$ cat src/rtl/sa_pkg.sv
// Shared definitions for the systolic-array skew feeder: FSM encoding,
// drain-length computation and lane slicing helper.
package sa_pkg;

  // Feeder operating states
  typedef enum logic [1:0] {
    ST_IDLE   = 2'd0,
    ST_STREAM = 2'd1,
    ST_FLUSH  = 2'd2
  } sa_state_t;

  // Cycles of zero injection needed to push the last wavefront through
  // an hpe x vpe array after its final operand enters the skew chains.
  function automatic int drain_cycles(input int hpe, input int vpe);
    return hpe + vpe - 1;
  endfunction

  // Low bit index of a lane inside a packed multi-lane bus.
  function automatic int lane_lo(input int lane, input int width);
    return lane * width;
  endfunction

endpackage

$ cat src/rtl/sa_skew_lane.sv
// Single-lane operand delay chain. DEPTH registers in series, shifting
// every cycle; the output is the last register so lane latency is DEPTH.
module sa_skew_lane #(
  parameter int WIDTH = 32,
  parameter int DEPTH = 1
) (
  input  logic             clk,
  input  logic             rst,
  input  logic [WIDTH-1:0] din,
  output logic [WIDTH-1:0] dout
);

  logic [WIDTH-1:0] chain_r [DEPTH];

  // Shift chain: clears on reset, otherwise advances one stage per cycle
  always_ff @(posedge clk) begin
    if (rst) begin
      for (int k = 0; k < DEPTH; k++) begin
        chain_r[k] <= '0;
      end
    end else begin
      chain_r[0] <= din;
      for (int k = 1; k < DEPTH; k++) begin
        chain_r[k] <= chain_r[k-1];
      end
    end
  end

  assign dout = chain_r[DEPTH-1];

endmodule

$ cat src/rtl/sa_skew_feeder.sv
// Operand feeder for the systolic array: accepts one A row and one B
// column per beat, applies the diagonal skew (lane i delayed i cycles),
// and after the last beat injects zeros until the wavefront has drained.
module sa_skew_feeder
  import sa_pkg::*;
#(
  parameter int WIDTH = 32,
  parameter int HPE   = 8,
  parameter int VPE   = 8,
  parameter int CNTW  = 16
) (
  input  logic                  CLK,
  input  logic                  RST,
  input  logic [WIDTH*HPE-1:0]  A_IN,
  input  logic [WIDTH*VPE-1:0]  B_IN,
  input  logic                  IN_VALID,
  input  logic                  IN_LAST,
  output logic                  IN_READY,
  output logic [WIDTH*HPE-1:0]  AA,
  output logic [WIDTH*VPE-1:0]  BB,
  output logic                  BUSY,
  output logic                  DONE,
  output logic [CNTW-1:0]       BEAT_CNT
);

  // Drain counter sized to hold HPE+VPE-1
  localparam int DW = $clog2(HPE + VPE) + 1;
  localparam logic [DW-1:0] DRAIN = DW'(drain_cycles(HPE, VPE));

  sa_state_t        state_r;
  sa_state_t        state_next;
  logic [DW-1:0]    drain_r;
  logic [DW-1:0]    drain_next;
  logic [CNTW-1:0]  beat_r;
  logic [CNTW-1:0]  beat_next;
  logic             busy_r;
  logic             done_r;
  logic             ready_s;
  logic             accept_s;
  logic [WIDTH*HPE-1:0] a_feed_s;
  logic [WIDTH*VPE-1:0] b_feed_s;

  // Ready is withheld during flush and while reset is asserted
  assign ready_s  = ~RST & (state_r != ST_FLUSH);
  assign accept_s = IN_VALID & ready_s;

  // Non-accepted cycles push zero bubbles into the chains
  assign a_feed_s = accept_s ? A_IN : '0;
  assign b_feed_s = accept_s ? B_IN : '0;

  // Triangular skew: lane i gets i+1 stages on each side
  for (genvar i = 0; i < HPE; i++) begin : g_a_lane
    localparam int LO = lane_lo(i, WIDTH);
    sa_skew_lane #(.WIDTH(WIDTH), .DEPTH(i + 1)) u_lane (
      .clk  (CLK),
      .rst  (RST),
      .din  (a_feed_s[LO +: WIDTH]),
      .dout (AA[LO +: WIDTH])
    );
  end

  for (genvar j = 0; j < VPE; j++) begin : g_b_lane
    localparam int LO = lane_lo(j, WIDTH);
    sa_skew_lane #(.WIDTH(WIDTH), .DEPTH(j + 1)) u_lane (
      .clk  (CLK),
      .rst  (RST),
      .din  (b_feed_s[LO +: WIDTH]),
      .dout (BB[LO +: WIDTH])
    );
  end

  // Next-state, drain counter and beat counter logic
  always_comb begin
    state_next = state_r;
    drain_next = drain_r;
    beat_next  = beat_r;
    case (state_r)
      ST_IDLE: begin
        if (accept_s) begin
          beat_next = CNTW'(1);
          if (IN_LAST) begin
            state_next = ST_FLUSH;
            drain_next = DRAIN;
          end else begin
            state_next = ST_STREAM;
          end
        end else begin
          state_next = ST_IDLE;
        end
      end
      ST_STREAM: begin
        if (accept_s) begin
          if (beat_r == {CNTW{1'b1}}) begin
            beat_next = beat_r;
          end else begin
            beat_next = beat_r + CNTW'(1);
          end
          if (IN_LAST) begin
            state_next = ST_FLUSH;
            drain_next = DRAIN;
          end else begin
            state_next = ST_STREAM;
          end
        end else begin
          state_next = ST_STREAM;
        end
      end
      ST_FLUSH: begin
        if (drain_r == DW'(1)) begin
          state_next = ST_IDLE;
          drain_next = '0;
        end else begin
          state_next = ST_FLUSH;
          drain_next = drain_r - DW'(1);
        end
      end
      default: begin
        state_next = ST_IDLE;
        drain_next = '0;
      end
    endcase
  end

  // State, counters and registered status flags
  always_ff @(posedge CLK) begin
    if (RST) begin
      state_r <= ST_IDLE;
      drain_r <= '0;
      beat_r  <= '0;
      busy_r  <= 1'b0;
      done_r  <= 1'b0;
    end else begin
      state_r <= state_next;
      drain_r <= drain_next;
      beat_r  <= beat_next;
      busy_r  <= (state_next != ST_IDLE);
      // DONE coincides with the final flush cycle (counter at 1)
      done_r  <= (state_next == ST_FLUSH) && (drain_next == DW'(1));
    end
  end

  assign IN_READY = ready_s;
  assign BUSY     = busy_r;
  assign DONE     = done_r;
  assign BEAT_CNT = beat_r;

endmodule

$ cat config.mk
export PLATFORM = sky130hd
export DESIGN_NAME = sa_skew_feeder
export DESIGN_NICKNAME = d
export VERILOG_FILES = /design/src/rtl/sa_pkg.sv /design/src/rtl/sa_skew_lane.sv /design/src/rtl/sa_skew_feeder.sv
export SDC_FILE = /design/constraint.sdc
export NUM_CORES = 2
export LEC_CHECK = 0
export ABC_AREA = 1
export ABC_CLOCK_PERIOD_IN_PS = 1250
export CAP_MARGIN = 10
export CORE_MARGIN = 8
export CORE_UTILIZATION = 40
export CTS_CLUSTER_DIAMETER = 30
export CTS_CLUSTER_SIZE = 24
export DETAILED_ROUTE_END_ITERATION = 12
export GPL_ROUTABILITY_DRIVEN = 0
export PLACE_DENSITY = 0.67
export SLEW_MARGIN = 20
export SYNTH_ARGS = -nofsm -noshare
export SYNTH_HDL_FRONTEND = slang
export SYNTH_SLANG_ARGS = --single-unit
$ cat constraint.sdc
create_clock -name CLK -period 1.25 [get_ports CLK]
set_input_delay 0.1875 -clock CLK [delete_from_list [all_inputs] [get_ports CLK]]
set_output_delay 0.1875 -clock CLK [all_outputs]
set_load 0.005 [all_outputs]
==> results.toml <==
[grt]
antenna_found_initial = 36
busiest_layer = "met2"
grt_pass1_wl_um = 285000
grt_max_degree = 142
grtUsageMet1_pct = 19.9
overflow = 0
use_met2_pct = 34.4
grt_pass1_vias = 51532
grt_usage_pct = 19.5
met3_usage_pct = 5.58

[die]
dieArea_um2 = 186000
io_pins = 1047
die_h_um = 432
core-area_um2 = 172000
rows = 152
start_util_pct = 40.3
die_w_um = 432

[worst_setup_path]
worstSetupEndpointType = "output port"
cp.required_ns = 1.06
start_kind = "register"
startpoint = "state_r[0]"
cp_max_fo = 2
r2r-start = "state_r[0]"
critPathKind = "register to output port"
arrival_ns = 1.60

[run]
drv_cap = 0

[timing]
whs_ns = 0.110
finClkSkew_ns = 0.0874
fin_tns_setup_ns = -314.36
report.final.slew_viol_count = 0
max_clock_freq_mhz = 560
worst_pin_slew_ns = 0.602
slew_headroom_pct = 59.9
setup_viol = 1066
fin_crit_ns = 1.79
final.period_utilization_pct = 143
hold_violations = 0
rsz0062_at_grt = "yes"
worst_slack_ns = -0.537

[cells_and_area]
nets = 9850
post-route-util_pct = 58.8
final_layout_size_suffix_gt1_share_pct = 19.8
syn_to_final_growth_pct = 46.0
regArea_um2 = 47100
fillers = 12915
multi_input_area_um2 = 9990

[run_status]
violations = "setup timing"
status = "finished, violations left"

[pwr]
ir_drop_v = 0.00158
p_leak_nw = 44.3
power.clock.fraction_pct = 56.5
power.density_nw_per_um2 = 1930
power.switching_mw = 42.6
combPwrFrac_pct = 4.3
seqPwrFrac_pct = 39.2
intPower_mw = 152
power_mw = 195
sw_frac_of_total_pct = 21.8

[routing]
vias_per_cell = 4.12
first_iter_violations = 2749
routed_wl_um = 202000
via_count = 49491
drtAntennaViolNets = 0
drc = 0
wl_per_cell_um = 16.9
first_pass_iters = 6

[yosys]
yosysMostFrequentCell = "inv_1"
synthTopCellsByArea = "dfxtp_1 (67%), inv_1 (13%), nor2_1 (13%), buf_4 (4.2%), buf_2 (1.4%)"
syn_inst = 7799
synth_compound_area_share_pct = 0.172
synth.net_count = 8318
synth-edff-count = 0
ys.flop_type = "dfxtp_1"
ys_ff_latch = 2329
synthArstFlopShare_pct = 0
netlist_area_um2 = 69100
synth_simple_gate_area_share_pct = 13.6
synth_adder_area_share_pct = 0.0543
synthXorXnorAreaFrac_pct = 0.0254
synth_common_cells = "inv_1 (2340), nor2_1 (2338), dfxtp_1 (2329)"
synth_top_family_by_area = "buffers and inverters"
synth_area_per_cell_um2 = 8.86
yosysUniqueCellTypes = 31
ys_seq_area_share_pct = 67.5
yosysTopAreaCell = "dfxtp_1"
synth_top_cell_area_share_pct = 67.5
synth_warnings = 0
synthMuxAreaShare_pct = 0

[cts]
cts_buffers = 396
path_clk_slew_ns = 0.04
htreeDepth = 5
cts_buffer_depth = 4
cts_tree = "done"
cts_num_sinks = 2329
clk_latency_ns = 0.98
cts_root_buf = "clkbuf_16"

[min_path]
min_from = "IN_LAST"
hp-class = "input pin to register"

[placement]
io_buffers = 1046
dpl.hpwl_um = 122000
final timing paths:
check / endpoint / cells past startpoint / slack (ns)
min: state_r[1] / 5 / 0.11
max reg2reg: g_a_lane[0].u_lane.chain_r[0][14] / 9 / -0.45
max: IN_READY / 5 / -0.54
min reg2reg: g_a_lane[7].u_lane.chain_r[0][122] / 2 / 0.34
placed cells by master, fill, tap and decap left out, types with 39 or more instances in the layout:
cell	n
buf_4	99
dfxtp_2	341
inv_6	43
diode_2	39
nor2_2	63
clkbuf_16	424
clkdlybuf4s50_1	514
dlygate4sd3_1	513
nand2_1	69
bufinv_16	48
clkbuf_8	43
inv_1	2337
buf_6	358
dfxtp_1	1977
buf_12	61
clkinvlp_4	48
buf_2	190
nor2_1	2253
clkinv_2	50
repair_timing:
action,in CTS,in global routing
gates cloned,7,24
hold buffers,513,0
pin swaps,11,8
resized for setup,2842,285
setup endpoints to repair,1053,1068
endpoints found under the hold margin,1089,0
buffers inserted,31,17
cell type report:
type                       count  area share (%)
antenna                       39          0.0967
clock inverter               241            2.95
sequential                  2329            46.7
inverter                    2343            8.72
multi-input combinational   2484            9.90
tap                         2310            2.86
timing repair buffer        1777            18.1
clock buffer                 479            10.7
cells by family after synthesis:
| logic type | Yosys count |
|---|---|
| buffers and inverters | 2987 |
| AND/OR/NAND/NOR | 2458 |
| flip-flops | 2329 |
| AO/OA/AOI/OAI | 20 |
| adder cells (fa/ha/maj) | 3 |
| XOR/XNOR | 2 |
metal layers:
layer	routed length, µm	part of all wire (%)
met4	15800	7.8
met5	12	0.0059
met3	13200	6.5
met2	101000	50
met1	72300	36
flip-flops by register name, indices dropped and copies added, names as in the netlist:
signal	count
DONE	1
g_a_lane.u_lane.chain_r	1152
BUSY	1
BEAT_CNT	16
g_b_lane.u_lane.chain_r	1152
drain_r	5
state_r	2
critical path, cell delays in order, from the launching register on:
cell     delay, ns
dfxtp_2       0.33
inv_2         0.05
nand2_4       0.06
inv_2         0.04
nor2_2        0.08
buf_6         0.13
power by group through the flow:
stage	registers [mW]	logic, mW	clock network, mW
after floorplan	77.7	2.66	0
after global placement	77.9	5.75	0
after CTS	76.4	7.46	111
after detailed placement	77.9	5.82	0
after global routing	76.5	8.91	115
final	76.5	8.35	110
stage by stage:
stage	cells	cell area, µm²	setup WS [ns]
after floorplan	7799	69100	-0.0180
after global placement	10654	80100	-0.539
after detailed placement	10654	80100	-0.560
after CTS	11924	99100	-0.668
after global routing	11999	101000	-0.640
final	12002	101000	-0.537
No activity file was read; power rests on OpenSTA's default activity.
